## config.mk

```make
export PLATFORM = sky130hd
export DESIGN_NAME = multicycle_main_control
export DESIGN_NICKNAME = d
export VERILOG_FILES = /design/src/rtl/multicycle_main_control.sv
export SDC_FILE = /design/constraint.sdc
export NUM_CORES = 1
export LEC_CHECK = 0
export BUFFER_PORTS_ARGS = -buffer_cell sky130_fd_sc_hd__buf_2
export CAP_MARGIN = 10
export CORE_MARGIN = 1
export CORE_UTILIZATION = 40
export CTS_CLUSTER_DIAMETER = 100
export DETAILED_ROUTE_END_ITERATION = 10
export PLACE_DENSITY = 0.76
export SLEW_MARGIN = 10
export SYNTH_ARGS = -nofsm -noshare
export SYNTH_HDL_FRONTEND = slang
export SYNTH_SLANG_ARGS = --single-unit
```

## constraint.sdc

```tcl
create_clock -name clock -period 4.15 [get_ports clock]
set_clock_uncertainty 0.2 [all_clocks]
set_input_delay 0.2075 -clock clock [delete_from_list [all_inputs] [get_ports clock]]
set_output_delay 0.2075 -clock clock [all_outputs]
set_load 0.05 [all_outputs]
```

## src/rtl/multicycle_main_control.sv

```systemverilog
// Multi-cycle MIPS main control FSM: steps each instruction through fetch, decode,
// execute, memory and writeback, driving datapath selects, enables and ALUOp.
module multicycle_main_control #(
    parameter int STATE_W = 4
) (
    input  logic               clock,
    input  logic               reset_n,
    input  logic [5:0]         opcode,
    input  logic               mem_ready,
    output logic               pc_write,
    output logic               pc_write_cond,
    output logic [1:0]         pc_source,
    output logic               i_or_d,
    output logic               mem_read,
    output logic               mem_write,
    output logic               ir_write,
    output logic               mem_to_reg,
    output logic               reg_dst,
    output logic               reg_write,
    output logic               alu_src_a,
    output logic [1:0]         alu_src_b,
    output logic [2:0]         alu_op,
    output logic               instr_done,
    output logic               illegal_op,
    output logic [STATE_W-1:0] state
);

    localparam logic [STATE_W-1:0] S_INIT      = STATE_W'(0);
    localparam logic [STATE_W-1:0] S_FETCH     = STATE_W'(1);
    localparam logic [STATE_W-1:0] S_DECODE    = STATE_W'(2);
    localparam logic [STATE_W-1:0] S_MEM_ADDR  = STATE_W'(3);
    localparam logic [STATE_W-1:0] S_MEM_READ  = STATE_W'(4);
    localparam logic [STATE_W-1:0] S_MEM_WB    = STATE_W'(5);
    localparam logic [STATE_W-1:0] S_MEM_WRITE = STATE_W'(6);
    localparam logic [STATE_W-1:0] S_R_EXEC    = STATE_W'(7);
    localparam logic [STATE_W-1:0] S_R_WB      = STATE_W'(8);
    localparam logic [STATE_W-1:0] S_BRANCH    = STATE_W'(9);
    localparam logic [STATE_W-1:0] S_JUMP      = STATE_W'(10);
    localparam logic [STATE_W-1:0] S_I_EXEC    = STATE_W'(11);
    localparam logic [STATE_W-1:0] S_I_WB      = STATE_W'(12);

    localparam logic [5:0] OP_RTYPE = 6'b000000;
    localparam logic [5:0] OP_J     = 6'b000010;
    localparam logic [5:0] OP_BEQ   = 6'b000100;
    localparam logic [5:0] OP_ADDI  = 6'b001000;
    localparam logic [5:0] OP_ANDI  = 6'b001100;
    localparam logic [5:0] OP_ORI   = 6'b001101;
    localparam logic [5:0] OP_LW    = 6'b100011;
    localparam logic [5:0] OP_SW    = 6'b101011;

    logic [STATE_W-1:0] state_q;
    logic [STATE_W-1:0] state_d;

    always_ff @(posedge clock or negedge reset_n) begin
        if (!reset_n) begin
            state_q <= S_INIT;
        end else begin
            state_q <= state_d;
        end
    end

    always_comb begin
        state_d = S_FETCH;
        case (state_q)
            S_FETCH:     state_d = mem_ready ? S_DECODE : S_FETCH;
            S_DECODE: begin
                case (opcode)
                    OP_LW, OP_SW:             state_d = S_MEM_ADDR;
                    OP_RTYPE:                 state_d = S_R_EXEC;
                    OP_BEQ:                   state_d = S_BRANCH;
                    OP_J:                     state_d = S_JUMP;
                    OP_ADDI, OP_ANDI, OP_ORI: state_d = S_I_EXEC;
                    default:                  state_d = S_FETCH;
                endcase
            end
            S_MEM_ADDR:  state_d = (opcode == OP_LW) ? S_MEM_READ : S_MEM_WRITE;
            S_MEM_READ:  state_d = mem_ready ? S_MEM_WB : S_MEM_READ;
            S_MEM_WRITE: state_d = mem_ready ? S_FETCH : S_MEM_WRITE;
            S_R_EXEC:    state_d = S_R_WB;
            S_I_EXEC:    state_d = S_I_WB;
            // INIT, all writeback/branch/jump states and the unused codes return to fetch
            default:     state_d = S_FETCH;
        endcase
    end

    always_comb begin
        pc_write      = 1'b0;
        pc_write_cond = 1'b0;
        pc_source     = 2'b00;
        i_or_d        = 1'b0;
        mem_read      = 1'b0;
        mem_write     = 1'b0;
        ir_write      = 1'b0;
        mem_to_reg    = 1'b0;
        reg_dst       = 1'b0;
        reg_write     = 1'b0;
        alu_src_a     = 1'b0;
        alu_src_b     = 2'b00;
        alu_op        = 3'b000;
        instr_done    = 1'b0;
        illegal_op    = 1'b0;
        case (state_q)
            S_FETCH: begin
                mem_read  = 1'b1;
                alu_src_b = 2'b01;
                ir_write  = mem_ready;
                pc_write  = mem_ready;
            end
            S_DECODE: begin
                alu_src_b = 2'b11;
                case (opcode)
                    OP_LW, OP_SW, OP_RTYPE, OP_BEQ, OP_J,
                    OP_ADDI, OP_ANDI, OP_ORI: illegal_op = 1'b0;
                    default:                  illegal_op = 1'b1;
                endcase
            end
            S_MEM_ADDR: begin
                alu_src_a = 1'b1;
                alu_src_b = 2'b10;
            end
            S_MEM_READ: begin
                mem_read = 1'b1;
                i_or_d   = 1'b1;
            end
            S_MEM_WB: begin
                reg_write  = 1'b1;
                mem_to_reg = 1'b1;
                instr_done = 1'b1;
            end
            S_MEM_WRITE: begin
                mem_write  = 1'b1;
                i_or_d     = 1'b1;
                instr_done = mem_ready;
            end
            S_R_EXEC: begin
                alu_src_a = 1'b1;
                alu_op    = 3'b010;
            end
            S_R_WB: begin
                reg_write  = 1'b1;
                reg_dst    = 1'b1;
                instr_done = 1'b1;
            end
            S_BRANCH: begin
                alu_src_a     = 1'b1;
                alu_op        = 3'b001;
                pc_write_cond = 1'b1;
                pc_source     = 2'b01;
                instr_done    = 1'b1;
            end
            S_JUMP: begin
                pc_write   = 1'b1;
                pc_source  = 2'b10;
                instr_done = 1'b1;
            end
            S_I_EXEC: begin
                alu_src_a = 1'b1;
                alu_src_b = 2'b10;
                case (opcode)
                    OP_ADDI: alu_op = 3'b110;
                    OP_ANDI: alu_op = 3'b101;
                    default: alu_op = 3'b111;
                endcase
            end
            S_I_WB: begin
                reg_write  = 1'b1;
                instr_done = 1'b1;
            end
            default: ;
        endcase
    end

    assign state = state_q;

endmodule

```

==> impl_metrics.xml, run 1 <==
<?xml version="1.0" encoding="UTF-8"?>
<metrics>
  <group name="status">
    <metric name="status" unit="">finished, final reports clean</metric>
  </group>
  <group name="layout">
    <metric name="mostFrequentLayoutCells" unit="">sky130_fd_sc_hd__buf_2, sky130_fd_sc_hd__nor2_1, sky130_fd_sc_hd__nand2b_1, sky130_fd_sc_hd__nor3_1, sky130_fd_sc_hd__a21oi_1</metric>
    <metric name="final_cell_count_no_fill" unit="">130</metric>
    <metric name="number_of_flip_flops_in_the_largest_register" unit="">4</metric>
    <metric name="finalNetCount" unit="">126</metric>
    <metric name="syn2layout_area_growth" unit="%">27.7</metric>
    <metric name="antennaDiodeCount" unit="">0</metric>
    <metric name="postLayoutCoreUtil" unit="%">56.8</metric>
    <metric name="fraction_of_final_layout_cells_sized_beyond_drive_strength_1" unit="%">33.9</metric>
    <metric name="final_common_cell" unit="">sky130_fd_sc_hd__buf_2</metric>
  </group>
  <group name="timing">
    <metric name="fin_hold_ws" unit="ps">125</metric>
    <metric name="totalNegativeSetupSlack" unit="ps">0</metric>
    <metric name="finalHoldViolations" unit="">0</metric>
    <metric name="max_slew_margin" unit="%">65.3</metric>
    <metric name="layout_worst_path_cycle_share" unit="%">52.3</metric>
    <metric name="setup-violations-final" unit="">0</metric>
    <metric name="timing_max_transition_violations_final" unit="">0</metric>
    <metric name="max_freq" unit="MHz">461</metric>
    <metric name="rsz0062_at_grt" unit="">no</metric>
    <metric name="worst_slew_pin_slew" unit="ps">520</metric>
    <metric name="period_needed" unit="ps">2170</metric>
  </group>
  <group name="yosys">
    <metric name="yosysWarnings" unit="">0</metric>
    <metric name="synth_largest_type_area_fraction" unit="%">16.7</metric>
    <metric name="synthCells" unit="">88</metric>
    <metric name="synth.ff_latch_count" unit="">4</metric>
    <metric name="synth_area_leaders" unit="">sky130_fd_sc_hd__dfrtp_1, sky130_fd_sc_hd__nor2_1, sky130_fd_sc_hd__nand2b_1</metric>
    <metric name="netlist-cell-type-count" unit="">35</metric>
    <metric name="seq_area_frac_synth" unit="%">16.7</metric>
    <metric name="synth_area_leader_cell" unit="">sky130_fd_sc_hd__dfrtp_1</metric>
    <metric name="post_synth.cell_area_avg" unit="µm²">6.82</metric>
    <metric name="netlist_area_before_placement" unit="µm²">601</metric>
    <metric name="synth.net_count" unit="">97</metric>
  </group>
  <group name="place">
    <metric name="numPortBuffers" unit="">31</metric>
    <metric name="gp_congestion" unit="">0.813</metric>
    <metric name="hpwl_detailed" unit="mm">1.14</metric>
    <metric name="post-place-cells" unit="">126</metric>
  </group>
  <group name="floorplan">
    <metric name="die-area" unit="mm²">0.00166</metric>
    <metric name="initial_utilization" unit="%">44.5</metric>
    <metric name="floorplan_die_width" unit="µm">40.8</metric>
    <metric name="area_of_the_core_region" unit="mm²">0.00135</metric>
    <metric name="die_height" unit="µm">40.8</metric>
    <metric name="floorplan.io_pins" unit="">32</metric>
    <metric name="fp-row-count" unit="">13</metric>
  </group>
  <group name="pwr">
    <metric name="p_switching" unit="µW">419</metric>
    <metric name="power_share_of_the_combinational_group" unit="%">74.5</metric>
    <metric name="cellPowerDensity" unit="mW/mm²">817</metric>
    <metric name="leakage" unit="nW">0.373</metric>
    <metric name="power_share_of_the_sequential_group" unit="%">18.1</metric>
    <metric name="p_int" unit="µW">208</metric>
    <metric name="irDropWorstVdd" unit="mV">0.379</metric>
    <metric name="p_sw_share" unit="%">66.9</metric>
    <metric name="p_clk_share" unit="%">7.3</metric>
  </group>
  <group name="cts">
    <metric name="cts_resized" unit="">0</metric>
    <metric name="cts_sinks" unit="">4</metric>
    <metric name="cts.root.buffer_cell" unit="">sky130_fd_sc_hd__clkbuf_4</metric>
    <metric name="number_of_h_tree_levels" unit="">1</metric>
    <metric name="clkLatencyLatePin" unit="ps">230</metric>
    <metric name="tritoncts.num_buffers" unit="">3</metric>
    <metric name="max-clock-path-buffers" unit="">2</metric>
    <metric name="tritoncts" unit="">built</metric>
    <metric name="cts.clk_slew.worst_paths" unit="ps">40</metric>
  </group>
  <group name="job">
    <metric name="maxCapViolations" unit="">0</metric>
  </group>
  <group name="critical_path">
    <metric name="required" unit="ps">3740</metric>
    <metric name="cp_data_arrival_time" unit="ps">1760</metric>
    <metric name="timing.critical_path.from" unit="">state[1]</metric>
    <metric name="critPathLaunchType" unit="">flip-flop</metric>
    <metric name="crit_type" unit="">reg2out</metric>
    <metric name="timing.critical_path.to_type" unit="">primary output</metric>
    <metric name="crit_fanout" unit="">20</metric>
    <metric name="startpoint_of_the_worst_slack_reg_to_reg_timing_path" unit="">state[1]</metric>
  </group>
  <group name="drt">
    <metric name="routed-via-count" unit="">751</metric>
    <metric name="detail_route.first_pass.iterations" unit="">4</metric>
    <metric name="avgRoutedWirePerCell" unit="µm">12.1</metric>
    <metric name="drtAntennaViolNets" unit="">0</metric>
    <metric name="remaining_drc_errors" unit="">0</metric>
    <metric name="drt_iter0_drc" unit="">17</metric>
    <metric name="via_density_per_instance" unit="">5.78</metric>
    <metric name="routed_wl" unit="mm">1.58</metric>
  </group>
  <group name="global_routing">
    <metric name="grt_pass1_wl" unit="mm">2.15</metric>
    <metric name="grt_use_total" unit="%">19.6</metric>
    <metric name="pin_count_of_the_biggest_net_entering_global_routing" unit="">21</metric>
    <metric name="grt_remaining_overflow" unit="">0</metric>
    <metric name="antenna_found_initial" unit="">0</metric>
    <metric name="first_global_vias" unit="">499</metric>
  </group>
  <group name="min_path">
    <metric name="min-delay-path-class" unit="">in2async</metric>
  </group>
</metrics>
cell families after synthesis:
kind of cell | count (synthesis) | share of synthesized area, %
buffers and inverters | 11 | 8.54
XOR/XNOR | 1 | 1.46
AO/OA/AOI/OAI | 26 | 29.8
flip-flops | 4 | 16.7
AND/OR/NAND/NOR | 46 | 43.5
power groups by stage:
| stage | clock network, mW | logic [mW] | registers, mW |
|---|---|---|---|
| floorplan | 0 | 0.371 | 0.119 |
| global placement | 0 | 0.462 | 0.110 |
| detailed placement | 0 | 0.467 | 0.113 |
| CTS | 0.0473 | 0.468 | 0.113 |
| global route | 0.0532 | 0.496 | 0.119 |
| finish | 0.0459 | 0.467 | 0.114 |
per-stage QoR:
| stage | total power [mW] | instance area, µm² | worst slack, ps |
|---|---|---|---|
| 3_5_place_dp | 0.580 | 734 | 2220 |
| 3_3_place_gp | 0.573 | 734 | 2300 |
| 2_1_floorplan | 0.490 | 601 | 1440 |
| 4_1_cts | 0.629 | 767 | 1980 |
| 5_1_grt | 0.668 | 767 | 1870 |
| 6_report | 0.627 | 767 | 1980 |
cells in the mapped netlist (all sizes together):
| cell | count |
|---|---|
| xnor2 | 1 |
| nor3b | 2 |
| nor2 | 13 |
| nand2b | 6 |
| nor3 | 6 |
| nand3b | 1 |
| nand3 | 1 |
| nor4bb | 1 |
| o21ai | 5 |
| clkbuf | 2 |
| a32oi | 1 |
| o211ai | 1 |
| o21a | 2 |
| nor2b | 3 |
| a31o | 1 |
| or4b | 1 |
| or4 | 1 |
| a21oi | 6 |
| buf | 6 |
| nor4b | 1 |
| a211oi | 2 |
| o311ai | 2 |
| and4b | 1 |
| dfrtp | 4 |
| a211o | 1 |
| o41ai | 1 |
| a2111oi | 1 |
| inv | 3 |
| o311a | 1 |
| nand2 | 5 |
| or2 | 2 |
| or3b | 2 |
| a21boi | 2 |
final timing paths:
kind	endpoint	slack, ps	depth (start not counted)
worst min register to register	state[0]	590	2
min in group clock	state[3]	150	3
max in group asynchronous	state[0]	3510	2
worst max register to register	state[1]	2410	3
worst min-delay path	state[2]	120	2
worst max-delay path	instr_done	1980	4
per-layer routing:
layer  vias to the layer above  track usage (%)  wire, µm
met5                         -                0         0
met4                         0             7.50        11
met3                         2             3.26       122
met2                        41             32.1       739
met1                       331             25.5       705
li1                        377                -         -
critical path, cell delays in order, from the launching register on:
cell,delay [ps]
sky130_fd_sc_hd__dfrtp_1,660
sky130_fd_sc_hd__nand2b_1,240
sky130_fd_sc_hd__o21a_1,220
sky130_fd_sc_hd__o21ai_0,130
sky130_fd_sc_hd__buf_2,280
final cells by class:
| cell class | count | area, µm² |
|---|---|---|
| fill | 133 | 583 |
| multi-input combinational | 73 | 449 |
| timing repair buffer | 32 | 165 |
| sequential | 4 | 100 |
| clock buffer | 3 | 22.5 |
| tap | 15 | 18.8 |
| inverter | 3 | 11.3 |
repair_timing:
| action | CTS | global route |
|---|---|---|
| buffers inserted | 0 | 0 |
| hold endpoints to repair | 4 | 0 |
| hold buffers | 1 | 0 |
Power figures use the tool's default switching activity.
==> run 2: changes to the inputs <==
clock period = 2.3 ns   (was 4.15 ns; I/O delays follow)
==> run 2 against run 1 <==
Global-route usage grew 0.39 points. Worst setup slack lost 1800 ps. Worst hold slack lost 75 ps. Core utilization grew 2.3 points. Routed wire length shrank 2.3%. Sequential power grew 87%. Largest power group unchanged. Register-to-register slack lost 1900 ps. Die area is the same. Critical path depth is the same. Clock power grew 86%. Non-clock buffer count is the same. Final area grew 4.1%.
==> impl_metrics.xml, run 2 (synthesis gave the netlist of run 1 again) <==
<?xml version="1.0" encoding="UTF-8"?>
<metrics>
  <group name="status">
    <metric name="status" unit="">finished, final reports clean</metric>
  </group>
  <group name="timing">
    <metric name="period_needed" unit="ps">2090</metric>
    <metric name="rsz0062_at_grt" unit="">no</metric>
    <metric name="layout_worst_path_cycle_share" unit="%">90.8</metric>
    <metric name="max_slew_margin" unit="%">61.4</metric>
    <metric name="setup-violations-final" unit="">0</metric>
    <metric name="totalNegativeSetupSlack" unit="ps">0</metric>
    <metric name="timing_max_transition_violations_final" unit="">0</metric>
    <metric name="finalHoldViolations" unit="">0</metric>
    <metric name="max_freq" unit="MHz">479</metric>
    <metric name="worst_slew_pin_slew" unit="ps">578</metric>
  </group>
  <group name="global_routing">
    <metric name="first_global_vias" unit="">483</metric>
    <metric name="antenna_found_initial" unit="">0</metric>
    <metric name="pin_count_of_the_biggest_net_entering_global_routing" unit="">21</metric>
    <metric name="grt_remaining_overflow" unit="">0</metric>
    <metric name="grt_pass1_wl" unit="mm">2.21</metric>
    <metric name="grt_use_total" unit="%">20.0</metric>
  </group>
  <group name="cts">
    <metric name="cts.root.buffer_cell" unit="">sky130_fd_sc_hd__clkbuf_4</metric>
    <metric name="tritoncts" unit="">built</metric>
    <metric name="tritoncts.num_buffers" unit="">3</metric>
    <metric name="cts_sinks" unit="">4</metric>
    <metric name="cts.clk_slew.worst_paths" unit="ps">40</metric>
    <metric name="number_of_h_tree_levels" unit="">1</metric>
    <metric name="max-clock-path-buffers" unit="">2</metric>
    <metric name="clkLatencyLatePin" unit="ps">240</metric>
  </group>
  <group name="floorplan">
    <metric name="area_of_the_core_region" unit="mm²">0.00135</metric>
    <metric name="die_height" unit="µm">40.8</metric>
    <metric name="initial_utilization" unit="%">44.5</metric>
    <metric name="floorplan_die_width" unit="µm">40.8</metric>
    <metric name="die-area" unit="mm²">0.00166</metric>
    <metric name="floorplan.io_pins" unit="">32</metric>
    <metric name="fp-row-count" unit="">13</metric>
  </group>
  <group name="critical_path">
    <metric name="delay_of_the_slowest_cell_on_the_worst_path" unit="ps">700</metric>
    <metric name="timing.critical_path.to_type" unit="">primary output</metric>
    <metric name="critPathLaunchType" unit="">flip-flop</metric>
    <metric name="timing.critical_path.from" unit="">state[1]</metric>
    <metric name="critical_path_buf_inv_count" unit="">1</metric>
    <metric name="startpoint_of_the_worst_slack_reg_to_reg_timing_path" unit="">state[1]</metric>
    <metric name="required" unit="ps">1990</metric>
    <metric name="cp_cell_sequence" unit="">nand2b_1, o21a_1, o21ai_1, buf_2</metric>
    <metric name="rr_endpoint" unit="">state[1]</metric>
    <metric name="cp_data_arrival_time" unit="ps">1770</metric>
    <metric name="worstRegToRegCells" unit="">3</metric>
    <metric name="crit_type" unit="">reg2out</metric>
    <metric name="critPathTopFamily" unit="">flip-flops</metric>
    <metric name="worst_path_max_delay_cell" unit="">sky130_fd_sc_hd__dfrtp_1</metric>
    <metric name="crit_fanout" unit="">20</metric>
    <metric name="regToRegSetupSlack" unit="ps">550</metric>
  </group>
  <group name="place">
    <metric name="detailed_place.area" unit="µm²">766</metric>
    <metric name="post-place-cells" unit="">126</metric>
    <metric name="hpwl_detailed" unit="mm">1.15</metric>
    <metric name="numPortBuffers" unit="">31</metric>
    <metric name="gp_congestion" unit="">0.797</metric>
  </group>
  <group name="layout">
    <metric name="syn2layout_area_growth" unit="%">32.9</metric>
    <metric name="finish.instance_area" unit="µm²">798</metric>
    <metric name="finalNetCount" unit="">126</metric>
    <metric name="fraction_of_final_layout_cells_sized_beyond_drive_strength_1" unit="%">40.0</metric>
    <metric name="mostFrequentLayoutCells" unit="">sky130_fd_sc_hd__buf_2, sky130_fd_sc_hd__nor2_1, sky130_fd_sc_hd__nand2b_1, sky130_fd_sc_hd__nand2_1, sky130_fd_sc_hd__a21oi_1</metric>
    <metric name="antennaDiodeCount" unit="">0</metric>
    <metric name="number_of_flip_flops_in_the_largest_register" unit="">4</metric>
    <metric name="final_cell_count_no_fill" unit="">130</metric>
    <metric name="fillCellCount" unit="">130</metric>
    <metric name="final_common_cell" unit="">sky130_fd_sc_hd__buf_2</metric>
    <metric name="postLayoutCoreUtil" unit="%">59.1</metric>
  </group>
  <group name="drt">
    <metric name="detail_route.first_pass.iterations" unit="">4</metric>
    <metric name="drtAntennaViolNets" unit="">0</metric>
    <metric name="remaining_drc_errors" unit="">0</metric>
    <metric name="routed-via-count" unit="">728</metric>
    <metric name="via_density_per_instance" unit="">5.60</metric>
    <metric name="drt_iter0_drc" unit="">26</metric>
    <metric name="routed_wl" unit="mm">1.54</metric>
    <metric name="avgRoutedWirePerCell" unit="µm">11.9</metric>
  </group>
  <group name="pwr">
    <metric name="irDropWorstVdd" unit="mV">0.789</metric>
    <metric name="leakage" unit="nW">0.383</metric>
    <metric name="cellPowerDensity" unit="mW/mm²">1450</metric>
    <metric name="overall_power" unit="mW">1.16</metric>
  </group>
  <group name="job">
    <metric name="maxCapViolations" unit="">0</metric>
  </group>
  <group name="min_path">
    <metric name="min-delay-path-class" unit="">in2async</metric>
  </group>
</metrics>
[run 2: cell counts in the layout (fill, tap and decap cells not counted)]
Identical to the previous run, type by type.
[run 2: repair_timing]
action | in CTS | in global routing
endpoints found under the hold margin | 4 | 0
hold buffers | 1 | 0
resized for setup | 0 | 0
buffers inserted | 0 | 0
[run 2: power by group]
part	switching, mW	internal [mW]
clock	0.0272	0.0582
combinational	0.627	0.232
sequential	0.117	0.0955
[run 2: metal layers]
layer | vias up | wire length [µm] | global-route usage [%]
li1 | 379 | - | -
met1 | 319 | 719 | 25.2
met2 | 30 | 735 | 34.9
met3 | 0 | 87 | 4.89
met4 | 0 | 0 | 2.50
met5 | - | 0 | 0
[run 2: through the flow]
step / worst slack [ps] / hold slack [ps]
floorplan: 22.6 / -381
global placement: 524 / -277
detailed placement: 464 / -276
CTS: 224 / 9.50
global route: 61.2 / 47.6
finish: 211 / 50.4
[run 2: area by class of cell]
class	instances	area (µm²)	area share, %
inverter	3	11.3	1.41
clock buffer	3	22.5	2.82
sequential	4	100	12.5
timing repair buffer	32	165	20.7
tap	15	18.8	2.35
multi-input combinational	73	480	60.2
[run 2: worst max-delay path by stage]
| stage | end | cells past startpoint |
|---|---|---|
| floorplan | pc_write | 4 |
| global placement | illegal_op | 3 |
| detailed placement | instr_done | 4 |
| CTS | instr_done | 4 |
| global route | instr_done | 4 |
| finish | instr_done | 4 |
